[config.mk]
export PLATFORM = sky130hd
export DESIGN_NAME = multicycle_controller_flat
export DESIGN_NICKNAME = d
export VERILOG_FILES = /design/src/rtl/multicycle_controller_if.sv /design/src/rtl/multicycle_controller.sv /design/src/flat_wrapper.sv
export SDC_FILE = /design/constraint.sdc
export NUM_CORES = 1
export LEC_CHECK = 0
export ABC_AREA = 1
export BUFFER_PORTS_ARGS = -buffer_cell sky130_fd_sc_hd__buf_2
export CAP_MARGIN = 20
export CELL_PAD_IN_SITES_DETAIL_PLACEMENT = 1
export CELL_PAD_IN_SITES_GLOBAL_PLACEMENT = 1
export CORE_ASPECT_RATIO = 0.8
export CORE_MARGIN = 1.5
export CORE_UTILIZATION = 23
export DETAILED_ROUTE_END_ITERATION = 8
export GPL_TIMING_DRIVEN = 0
export PLACE_DENSITY = 0.73
export SLEW_MARGIN = 25
export SYNTH_ARGS = -nofsm -noshare
export SYNTH_HDL_FRONTEND = slang
export SYNTH_SLANG_ARGS = --single-unit
[constraint.sdc]
create_clock -name clk -period 1.35 [get_ports clk]
set_input_delay 0 -clock clk [delete_from_list [all_inputs] [get_ports clk]]
set_output_delay 0 -clock clk [all_outputs]
set_load 0.05 [all_outputs]
[src/rtl/multicycle_controller_if.sv]
// Control bundle between the multicycle controller and the shared datapath.
// master = controller side, slave = datapath/memory side.
interface multicycle_controller_if;
   logic [6:0] op;
   logic [2:0] funct3;
   logic       funct7_5;
   logic       zero;
   logic       mem_ready;
   logic       mem_req;
   logic       pc_write;
   logic       adr_src;
   logic       mem_write;
   logic       ir_write;
   logic       reg_write;
   logic [1:0] result_src;
   logic [1:0] alu_src_a;
   logic [1:0] alu_src_b;
   logic [1:0] imm_src;
   logic [2:0] alu_control;
   logic       illegal_op;

   modport master (
      input  op, funct3, funct7_5, zero, mem_ready,
      output mem_req, pc_write, adr_src, mem_write, ir_write,
      output reg_write, result_src, alu_src_a, alu_src_b,
      output imm_src, alu_control, illegal_op
   );

   modport slave (
      output op, funct3, funct7_5, zero, mem_ready,
      input  mem_req, pc_write, adr_src, mem_write, ir_write,
      input  reg_write, result_src, alu_src_a, alu_src_b,
      input  imm_src, alu_control, illegal_op
   );
endinterface

[src/rtl/multicycle_controller.sv]
// Moore control FSM for the multicycle RISC-V core,
// with ALU and immediate-format decoders.
module multicycle_controller (
   input  logic clk,
   input  logic rst_n,
   multicycle_controller_if.master bus
);
   localparam logic [6:0] OP_LOAD  = 7'b0000011;
   localparam logic [6:0] OP_STORE = 7'b0100011;
   localparam logic [6:0] OP_RTYPE = 7'b0110011;
   localparam logic [6:0] OP_ITYPE = 7'b0010011;
   localparam logic [6:0] OP_BEQ   = 7'b1100011;
   localparam logic [6:0] OP_JAL   = 7'b1101111;

   typedef enum logic [3:0] {
      S_FETCH, S_DECODE, S_MEMADR, S_MEMREAD, S_MEMWB, S_MEMWRITE,
      S_EXECR, S_EXECI, S_ALUWB, S_BEQ, S_JAL
   } state_t;

   state_t     state_q, state_d;
   logic [1:0] alu_op;
   logic       branch, pc_update;
   logic       mem_req_c, mem_write_c, ir_write_c;
   logic       reg_write_c, illegal_c;

   always_ff @(posedge clk or negedge rst_n) begin
      if (!rst_n) state_q <= S_FETCH;
      else        state_q <= state_d;
   end

   always_comb begin
      state_d        = state_q;
      alu_op         = 2'b00;
      branch         = 1'b0;
      pc_update      = 1'b0;
      mem_req_c      = 1'b0;
      mem_write_c    = 1'b0;
      ir_write_c     = 1'b0;
      reg_write_c    = 1'b0;
      illegal_c      = 1'b0;
      bus.adr_src    = 1'b0;
      bus.result_src = 2'b00;
      bus.alu_src_a  = 2'b00;
      bus.alu_src_b  = 2'b00;
      case (state_q)
         S_FETCH: begin
            mem_req_c      = 1'b1;
            bus.alu_src_b  = 2'b10;
            bus.result_src = 2'b10;
            ir_write_c     = bus.mem_ready;
            pc_update      = bus.mem_ready;
            if (bus.mem_ready) state_d = S_DECODE;
         end
         S_DECODE: begin
            bus.alu_src_a = 2'b01;
            bus.alu_src_b = 2'b01;
            case (bus.op)
               OP_LOAD, OP_STORE: state_d = S_MEMADR;
               OP_RTYPE:          state_d = S_EXECR;
               OP_ITYPE:          state_d = S_EXECI;
               OP_BEQ:            state_d = S_BEQ;
               OP_JAL:            state_d = S_JAL;
               default: begin
                  state_d   = S_FETCH;
                  illegal_c = 1'b1;
               end
            endcase
         end
         S_MEMADR: begin
            bus.alu_src_a = 2'b10;
            bus.alu_src_b = 2'b01;
            state_d = bus.op[5] ? S_MEMWRITE : S_MEMREAD;
         end
         S_MEMREAD: begin
            mem_req_c   = 1'b1;
            bus.adr_src = 1'b1;
            if (bus.mem_ready) state_d = S_MEMWB;
         end
         S_MEMWB: begin
            bus.result_src = 2'b01;
            reg_write_c    = 1'b1;
            state_d        = S_FETCH;
         end
         S_MEMWRITE: begin
            mem_req_c   = 1'b1;
            mem_write_c = 1'b1;
            bus.adr_src = 1'b1;
            if (bus.mem_ready) state_d = S_FETCH;
         end
         S_EXECR: begin
            bus.alu_src_a = 2'b10;
            alu_op        = 2'b10;
            state_d       = S_ALUWB;
         end
         S_EXECI: begin
            bus.alu_src_a = 2'b10;
            bus.alu_src_b = 2'b01;
            alu_op        = 2'b10;
            state_d       = S_ALUWB;
         end
         S_ALUWB: begin
            reg_write_c = 1'b1;
            state_d     = S_FETCH;
         end
         S_BEQ: begin
            bus.alu_src_a = 2'b10;
            alu_op        = 2'b01;
            branch        = 1'b1;
            state_d       = S_FETCH;
         end
         S_JAL: begin
            bus.alu_src_a = 2'b01;
            bus.alu_src_b = 2'b10;
            pc_update     = 1'b1;
            state_d       = S_ALUWB;
         end
         default: state_d = S_FETCH;
      endcase
   end

   // Enables are gated by rst_n so an async reset drops them at once.
   assign bus.mem_req    = rst_n & mem_req_c;
   assign bus.mem_write  = rst_n & mem_write_c;
   assign bus.ir_write   = rst_n & ir_write_c;
   assign bus.reg_write  = rst_n & reg_write_c;
   assign bus.illegal_op = rst_n & illegal_c;
   assign bus.pc_write   = rst_n & (pc_update | (branch & bus.zero));

   always_comb begin
      bus.alu_control = 3'b000;
      case (alu_op)
         2'b01: bus.alu_control = 3'b001;
         2'b10: begin
            case (bus.funct3)
               3'b000:  bus.alu_control = (bus.op[5] & bus.funct7_5)
                                          ? 3'b001 : 3'b000;
               3'b010:  bus.alu_control = 3'b101;
               3'b110:  bus.alu_control = 3'b011;
               3'b111:  bus.alu_control = 3'b010;
               default: bus.alu_control = 3'b000;
            endcase
         end
         default: bus.alu_control = 3'b000;
      endcase
   end

   always_comb begin
      case (bus.op)
         OP_STORE: bus.imm_src = 2'b01;
         OP_BEQ:   bus.imm_src = 2'b10;
         OP_JAL:   bus.imm_src = 2'b11;
         default:  bus.imm_src = 2'b00;
      endcase
   end
endmodule

[src/flat_wrapper.sv]
// flat-port wrapper written by rule: the top's interface ports become plain ports
module multicycle_controller_flat 
  (clk, rst_n, bus_op, bus_funct3, bus_funct7_5, bus_zero, bus_mem_ready, bus_mem_req, bus_pc_write, bus_adr_src, bus_mem_write, bus_ir_write, bus_reg_write, bus_result_src, bus_alu_src_a, bus_alu_src_b, bus_imm_src, bus_alu_control, bus_illegal_op);
  multicycle_controller_if bus_i ();
  input  logic clk;
  input  logic rst_n;
  input wire logic [$bits(bus_i.op)-1:0] bus_op;
  input wire logic [$bits(bus_i.funct3)-1:0] bus_funct3;
  input wire logic [$bits(bus_i.funct7_5)-1:0] bus_funct7_5;
  input wire logic [$bits(bus_i.zero)-1:0] bus_zero;
  input wire logic [$bits(bus_i.mem_ready)-1:0] bus_mem_ready;
  output wire logic [$bits(bus_i.mem_req)-1:0] bus_mem_req;
  output wire logic [$bits(bus_i.pc_write)-1:0] bus_pc_write;
  output wire logic [$bits(bus_i.adr_src)-1:0] bus_adr_src;
  output wire logic [$bits(bus_i.mem_write)-1:0] bus_mem_write;
  output wire logic [$bits(bus_i.ir_write)-1:0] bus_ir_write;
  output wire logic [$bits(bus_i.reg_write)-1:0] bus_reg_write;
  output wire logic [$bits(bus_i.result_src)-1:0] bus_result_src;
  output wire logic [$bits(bus_i.alu_src_a)-1:0] bus_alu_src_a;
  output wire logic [$bits(bus_i.alu_src_b)-1:0] bus_alu_src_b;
  output wire logic [$bits(bus_i.imm_src)-1:0] bus_imm_src;
  output wire logic [$bits(bus_i.alu_control)-1:0] bus_alu_control;
  output wire logic [$bits(bus_i.illegal_op)-1:0] bus_illegal_op;
  assign bus_i.op = bus_op;
  assign bus_i.funct3 = bus_funct3;
  assign bus_i.funct7_5 = bus_funct7_5;
  assign bus_i.zero = bus_zero;
  assign bus_i.mem_ready = bus_mem_ready;
  assign bus_mem_req = bus_i.mem_req;
  assign bus_pc_write = bus_i.pc_write;
  assign bus_adr_src = bus_i.adr_src;
  assign bus_mem_write = bus_i.mem_write;
  assign bus_ir_write = bus_i.ir_write;
  assign bus_reg_write = bus_i.reg_write;
  assign bus_result_src = bus_i.result_src;
  assign bus_alu_src_a = bus_i.alu_src_a;
  assign bus_alu_src_b = bus_i.alu_src_b;
  assign bus_imm_src = bus_i.imm_src;
  assign bus_alu_control = bus_i.alu_control;
  assign bus_illegal_op = bus_i.illegal_op;
  multicycle_controller u_core (.clk(clk), .rst_n(rst_n), .bus(bus_i));
endmodule
==> results of run 1 <==
-- logic make-up (layout without fill, tap and decap cells) --
group,Yosys count,after routing,synth area share
fa+ha+maj,2,2,0.0442
flops,4,4,0.177
simple gates,71,71,0.584
buf+inv,21,82,0.139
compound gates,5,5,0.0553
-- cell type report --
| cell class | count | area [um2] | share of cell area |
|---|---|---|---|
| sequential | 4 | 104 | 0.0748 |
| clock buffer | 3 | 22.5 | 0.0162 |
| timing repair buffer | 58 | 514 | 0.370 |
| inverter | 21 | 88.8 | 0.0640 |
| tap | 25 | 31.3 | 0.0225 |
| multi-input combinational | 78 | 628 | 0.452 |
-- repair_timing --
item                                    CTS  global route
endpoints found under the hold margin     4             0
endpoints found under the setup margin   16            19
buffers inserted                         13            14
pin swaps                                 8            15
hold buffers                              1             0
resized for setup                        47            49
-- power groups by stage --
stage	Sequential (W)	Clock (W)	Combinational (W)
after floorplan	0.000174	0	0.000726
after global placement	0.000186	0	0.000899
after detailed placement	0.000187	0	0.000917
after CTS	0.000207	0.000157	0.00114
after global routing	0.000198	0.000173	0.00167
final	0.000197	0.000164	0.00160
-- cell usage in the layout (no fill, tap or decap), drive strengths merged, types with 2 or more instances in the layout --
cell type | synthesis | final
nand4 | 2 | 2
inv | 21 | 21
nand2 | 34 | 34
ha | 2 | 2
dfrtp | 4 | 4
clkbuf | 0 | 3
buf | 0 | 57
nor2 | 18 | 18
nand3 | 13 | 13
-- path summary, 6_finish.rpt --
path | end | depth (start not counted) | startpoint | slack (ns)
worst max register to register | u_core.state_q[2] | 9 | u_core.state_q[2] | -0.07
worst max-delay path | bus_alu_control[2] | 7 | u_core.state_q[3] | -0.48
max in group asynchronous | u_core.state_q[0] | 2 | rst_n | 0.90
min in group asynchronous | u_core.state_q[1] | 2 | rst_n | 0.22
worst min register to register | u_core.state_q[2] | 4 | u_core.state_q[0] | 0.79
worst min-delay path | u_core.state_q[2] | 4 | bus_mem_ready | 0.16
-- worst max-delay path: cells and delay by family, from the launching register on --
kind                       cells  cell delay (ns)
adders and majority gates      1             0.23
and+or+nand+nor                3             0.55
buffers and inverters          3             0.33
DFF                            1             0.45
-- per-stage QoR --
step	area [um2]	setup TNS [ns]	power, W
after detailed placement	845	-1.15	0.00110
after global placement	845	-0.864	0.00108
final	1390	-3.56	0.00196
after CTS	1100	-2.49	0.00150
after global routing	1390	-4.52	0.00204
after floorplan	653	-0.743	0.000900
-- routing by layer --
metal / vias up / routed length, um
li1: 445 / -
met3: 17 / 135
met4: 0 / 167
met1: 470 / 1490
met2: 41 / 2070
met5: - / 0
==> results.ini, run 1 <==
[power_and_ir_drop]
combPwrFrac=0.816
clockPowerShare=0.084
internal_power_w=0.000860
swShare=0.561
cellPowerDensity_nw_per_um2=1410
vdd_drop_max_mv=0.730
p_switching_w=0.00110
pwr-share-seq=0.100
p_leak_nw=0.724

[critical_path]
worstSetupPathType=flip-flop to primary output
cp-end-kind=primary output
crit_arrival_ns=1.83
slowest_stage=dfrtp_2
crit_fanout=3
max_stage_delay_ns=0.45
crit_chain=nor2_4, inv_2, nor2_4, inv_2, ha_4, nor4_4, buf_6
cp.required_ns=1.35
start_kind=flip-flop

[placement]
place_ws_ns=-0.445
io_buffers=32
dp.cells=160
dp_hpwl_um=1800
place_congestion=0.761

[layout]
fillers=273
final_util=0.622
num_antenna_cells=0
layout-drive-gt1-share=0.665
nNetsFinal=183
area_growth_pct=146
regMostFlops=u_core.state_q
largestRegisters=u_core.state_q x4
largest_reg_flops=4
final_cells=189

[floorplan]
ioPinCount=33
initial_core_util=0.253
die_y_um=47.4
coreArea_um2=2230
core.rowCount=15
die_w_um=58.4
design.die.area_um2=2770

[sta]
worst_slew_pin_slew_ns=0.369
fin_skew_ns=0.0142
period_minus_slack_ns=1.83
worst_slack_ns=-0.480
slew_headroom=0.754
whs_ns=0.158
clock.fmax_ghz=0.546
fin_crit_sh=1.36
hold_viol_final=0
rsz0062_at_grt=true
drv_slew=0
setup_viol=19

[synth]
yosysMostFrequentCell=nand2_1
syn-num-nets=120
syn_area_per_cell_um2=5.49
async_reset_ff_frac=1.00
synth.top_cells.by_count=31 x nand2_1, 19 x inv_1, 14 x nor2_1
yosys.area.top_type=nand2_1
ys.flop_type=dfrtp_1
yosys-top-cells-area=nand2_1 21%, dfrtp_1 18%, inv_1 13%
synth_cell_type_count=20
netlist_instances=103
yosysSeqAreaShare=0.177
synth_area_um2=566
synth_edf_count=0
ys_ff_latch=4
synth_top_cell_area_share=0.206
ys_warn_count=0

[routing]
drc=0
wirelength_um=3870
drt_iter0_drc=31
post_drt_wl_per_cell_um=20.5
routed_via_density=5.15
first_pass_iters=4
ant_nets=0
vias=973

[flow_run]
maxCapViolations=0

[run_status]
violations=negative setup slack
status=finished, violations left

[global_route]
top_usage_layer=met2
grt_util_met3=0.0441
grt_pass1_wl_um=4200
grt_max_degree=8
grt_pass1_vias=926
grtUsageTotal=0.207
use_met1=0.227
grt_use_met2=0.418
grt_overflow=0
antenna_found_initial=0

[cts]
numCtsBuffers=3
clockRootBuffer=clkbuf_4
cts_buffer_depth=2
clk_pin_slew_ns=0.05
cts_tree=yes
clock-sinks=4
insertion_delay_ns=0.25
htreeDepth=1

[min_path]
hp-class=input pin to flip-flop

(Power assumes the default switching activity.)
==> inputs of run 2 (changes only) <==
Settings changed: BUFFER_PORTS_ARGS -buffer_cell sky130_fd_sc_hd__buf_2 to -buffer_cell sky130_fd_sc_hd__buf_4, PLACE_DENSITY 0.73 to default, PLACE_DENSITY_LB_ADDON from default to 0.05.
==> results.ini, run 2 (synthesized netlist as in run 1, its figures left out) <==
[sta]
drv_slew=0
hold_viol_final=0
whs_ns=0.103
finalSetupTns_ns=-2.57
slew_headroom=0.813
setup_viol=16
worst_slack_ns=-0.413
period_minus_slack_ns=1.76
worst_slew_pin_slew_ns=0.280
rsz0062_at_grt=true
clock.fmax_ghz=0.567
fin_skew_ns=0.00543
fin_crit_sh=1.31

[critical_path]
cp-startpoint=u_core.state_q[3]
path_buf_inv=3
cp_top_family=simple AND/OR/NAND/NOR gates
worstSetupPathType=flip-flop to primary output
max_stage_delay_ns=0.44
ff2ff_path_depth=8
slowest_stage=dfrtp_2
cp-end-kind=primary output
cp.depth=8
crit_end=bus_alu_control[2]
cp.required_ns=1.35
start_kind=flip-flop
crit_fanout=4
rrSetupSlack_ns=-0.13
critPathMostFrequentCell=buf_6
crit_chain=nand2_2, nor2_4, inv_1, ha_4, nand2_4, buf_6, nor4_4, buf_6
r2r-start=u_core.state_q[3]
crit_arrival_ns=1.76
reg2reg_to=u_core.state_q[0]

[global_route]
grt_pass1_vias=865
grt_pass1_wl_um=3840
antenna_found_initial=0
grt_max_degree=7
grt_overflow=0
grtUsageTotal=0.187

[cts]
cts_tree=yes
clock-sinks=4
numCtsBuffers=3
clockRootBuffer=clkbuf_4
htreeDepth=1
cts_buffer_depth=2
insertion_delay_ns=0.23
clk_pin_slew_ns=0.04

[run_status]
status=finished, violations left
violations=negative setup slack

[placement]
io_buffers=32
dp_hpwl_um=1630
place_area_um2=925
place_ws_ns=-0.361
place_congestion=0.784

[layout]
fin_area_um2=1270
final_cell_mix=31 x buf_4, 26 x nand2_1, 17 x buf_6
final_common_cell=buf_4
largestRegisters=u_core.state_q x4
fillers=287
layout-drive-gt1-share=0.592
nNetsFinal=176
final-seq-area_um2=104
regMostFlops=u_core.state_q
multi_input_area_um2=567
area_growth_pct=125
largest_reg_flops=4
num_antenna_cells=0

[power_and_ir_drop]
vdd_drop_max_mv=0.916
power_w=0.00171
internal_power_w=0.000765
pwr-share-seq=0.101
p_leak_nw=0.669
swShare=0.552
p_switching_w=0.000944
combPwrFrac=0.814
cellPowerDensity_nw_per_um2=1340
clockPowerShare=0.086

[flow_run]
maxCapViolations=0

[routing]
routed_via_density=4.71
post_drt_wl_per_cell_um=14.4
drc=0
vias=858
first_pass_iters=5
ant_nets=0
drt_iter0_drc=22
wirelength_um=2630

[floorplan]
die_y_um=47.4
initial_core_util=0.253
ioPinCount=33
design.die.area_um2=2770
core.rowCount=15
coreArea_um2=2230
die_w_um=58.4

[min_path]
hp-class=input pin to flip-flop

## run 2: cell types whose count changed in the layout (fill, tap and decap cells not counted), moves of 3 or more
cell | before | now
buf_4 | 19 | 31
nand2_4 | 7 | 4
buf_8 | 9 | 2
buf_2 | 16 | 0
inv_1 | 10 | 14
buf_6 | 13 | 17
nand2_1 | 23 | 26
## run 2: worst min path at each step
| stage | from | end | slack (ns) | depth (start not counted) |
|---|---|---|---|---|
| after detailed placement | rst_n | u_core.state_q[3] | -0.18 | 1 |
| after floorplan | rst_n | u_core.state_q[0] | -0.30 | 0 |
| after global placement | rst_n | u_core.state_q[3] | -0.18 | 1 |
| final | bus_op[5] | u_core.state_q[1] | 0.10 | 4 |
| after CTS | bus_op[5] | u_core.state_q[1] | 0.10 | 4 |
| after global routing | bus_op[5] | u_core.state_q[1] | 0.13 | 4 |
## run 2: power by group through the flow
stage	Clock, W	Sequential, W	Combinational, W
floorplan	0	0.000174	0.000726
global placement	0	0.000184	0.000979
detailed placement	0	0.000184	0.000989
CTS	0.000156	0.000173	0.00124
global route	0.000167	0.000172	0.00147
finish	0.000146	0.000172	0.00139
## run 2: worst reg2reg max path, stage by stage, from the launching register on
cell	delay, ns
dfrtp_2	0.44
buf_4	0.16
nor2_2	0.16
nand2_2	0.14
buf_4	0.16
nand3_1	0.09
nand2_1	0.08
nand2_1	0.08
nand2_1	0.05
## run 2: cell type report
cell class / count / share of cell area
multi-input combinational: 78 / 0.445
timing repair buffer: 51 / 0.365
sequential: 4 / 0.0816
inverter: 21 / 0.0659
tap: 25 / 0.0246
clock buffer: 3 / 0.0177
## run 2: repair_timing
| item | CTS | global route |
|---|---|---|
| pin swaps | 13 | 6 |
| hold endpoints to repair | 4 | 0 |
| endpoints found under the setup margin | 13 | 18 |
| cloned | 0 | 0 |
| setup buffers | 15 | 5 |
| resized for setup | 34 | 17 |
| hold buffers | 1 | 0 |
## run 2: stage by stage
step / utilization / cells
after detailed placement: 0.414 / 160
after global routing: 0.570 / 182
final: 0.570 / 182
after floorplan: - / 103
after global placement: 0.414 / 160
after CTS: 0.528 / 178
## run 2: layer usage
metal	vias up	GRT usage	wire, um	share of wire
met5	-	0	0	0
met4	0	0.0558	0	0
met3	0	0.0165	64	0.024
met2	17	0.371	1400	0.53
met1	410	0.219	1160	0.44
li1	431	-	-	-
==> inputs of run 3 (changes only) <==
Settings changed: CORE_ASPECT_RATIO 0.8 to 1.2, GPL_ROUTABILITY_DRIVEN from default to 0.
==> results.ini, run 3 (synthesized netlist as in run 1, its figures left out) <==
[run_status]
status=finished, violations left
violations=negative setup slack

[routing]
top_layer_used=met4
wl_met3_um=67
drt_iter0_drc=13
routed_via_density=4.69
first_pass_iters=4
route.layer.met1.wl_um=1080
wirelength_um=2990
drc=0
met2_length_um=1820
ant_nets=0
post_drt_wl_per_cell_um=15.4
vias=910

[cts]
numCtsBuffers=3
htreeDepth=1
clock-sinks=4
cts_tree=yes
insertion_delay_ns=0.25
clockRootBuffer=clkbuf_4
clk_pin_slew_ns=0.05
cts_buffer_depth=2

[critical_path]
cp.required_ns=1.35
ff2ff_path_depth=9
start_kind=flip-flop
cp-end-kind=primary output
reg2reg_to=u_core.state_q[2]
r2r-start=u_core.state_q[3]
rrSetupSlack_ns=-0.15
crit_arrival_ns=1.83
crit_fanout=3
worstSetupPathType=flip-flop to primary output

[placement]
dp_hpwl_um=1630
dp.cells=166
io_buffers=32

[layout]
nNetsFinal=182
layout-drive-gt1-share=0.650
final_cell_mix=32 x buf_4, 23 x nand2_1, 17 x buf_6
final_common_cell=buf_4
largest_reg_flops=4
area_growth_pct=150
final_cells=194
num_antenna_cells=0
regMostFlops=u_core.state_q
largestRegisters=u_core.state_q x4

[power_and_ir_drop]
combPwrFrac=0.825
cellPowerDensity_nw_per_um2=1400
pwr-share-seq=0.089
power_w=0.00199
swShare=0.530
p_switching_w=0.00105
internal_power_w=0.000934
clockPowerShare=0.086
vdd_drop_max_mv=1.32
p_leak_nw=0.727

[sta]
fin_crit_sh=1.35
fin_skew_ns=0.0119
clock.fmax_ghz=0.547
worst_slack_ns=-0.477
rsz0062_at_grt=true
worst_slew_pin_slew_ns=0.293
hold_viol_final=0
period_minus_slack_ns=1.83
whs_ns=0.106
setup_viol=20
slew_headroom=0.805
drv_slew=0

[global_route]
grt_max_degree=8
grt_overflow=0
antenna_found_initial=0
grt_pass1_wl_um=3990
grt_pass1_vias=925
grtUsageTotal=0.199

[floorplan]
die_y_um=57.3
design.die.area_um2=2770
die_w_um=48.3
initial_core_util=0.245
core.rowCount=19
coreArea_um2=2310
ioPinCount=33

[flow_run]
maxCapViolations=0

[min_path]
hp-class=input pin to asynchronous set/reset pin

==> run 3: cell types whose count changed in the layout (fill, tap and decap cells not counted), moves of 2 or more <==
cell / change
buf_8: +4
inv_1: -3
inv_4: +3
nand2_1: -3
nand2_4: +2
==> run 3: layout make-up <==
| cell class | count | area, um2 |
|---|---|---|
| fillers | 290 | 892 |
| multi-input cells | 78 | 611 |
| well taps | 31 | 38.8 |
| repair buffers | 57 | 552 |
| inverters | 21 | 86.3 |
| flip-flops and latches | 4 | 104 |
| clock buffers | 3 | 22.5 |
==> run 3: routing by layer <==
metal,GRT usage,vias to the layer above
li1,-,444
met1,0.220,444
met4,0.0502,0
met5,0,-
met2,0.372,20
met3,0.0222,2
==> run 3: worst max path at each step <==
stage / start / end / depth (start not counted)
finish: u_core.state_q[3] / bus_alu_control[2] / 8
global placement: u_core.state_q[1] / bus_alu_control[0] / 10
global route: u_core.state_q[3] / bus_alu_control[2] / 8
detailed placement: u_core.state_q[1] / bus_alu_control[0] / 10
floorplan: u_core.state_q[3] / bus_alu_control[2] / 6
CTS: u_core.state_q[3] / bus_alu_control[2] / 8
==> run 3: stage by stage <==
step / util / TNS [ns] / instance area [um2] / worst slack, ns
3_5_place_dp: 0.404 / -0.826 / 932 / -0.416
6_report: 0.613 / -4.69 / 1410 / -0.477
2_1_floorplan: - / -0.743 / 653 / -0.316
4_1_cts: 0.530 / -2.33 / 1220 / -0.395
5_1_grt: 0.613 / -5.53 / 1410 / -0.518
3_3_place_gp: 0.404 / -0.780 / 932 / -0.389
==> run 3: power groups by stage <==
stage                     Combinational [W]  Sequential, W  Clock [W]
after floorplan                    0.000726       0.000174          0
after global placement             0.000980       0.000185          0
after detailed placement           0.000990       0.000187          0
after CTS                           0.00131       0.000175   0.000161
after global routing                0.00172       0.000177   0.000178
final                               0.00164       0.000177   0.000170
==> run 3: repair_timing <==
item / 4_1_cts / 5_1_grt
resized for setup: 40 / 33
setup buffers: 15 / 11
hold endpoints to repair: 4 / 0
endpoints found under the setup margin: 13 / 18
pin swaps: 11 / 11
hold buffers: 1 / 0
==> run 3: worst max-delay path, stage by stage, from the launching register on <==
cell	delay [ns]
dfrtp_2	0.45
nor2_4	0.15
inv_2	0.06
nor2_4	0.12
ha_4	0.16
nand2_4	0.05
buf_6	0.11
nor4_4	0.27
buf_6	0.19
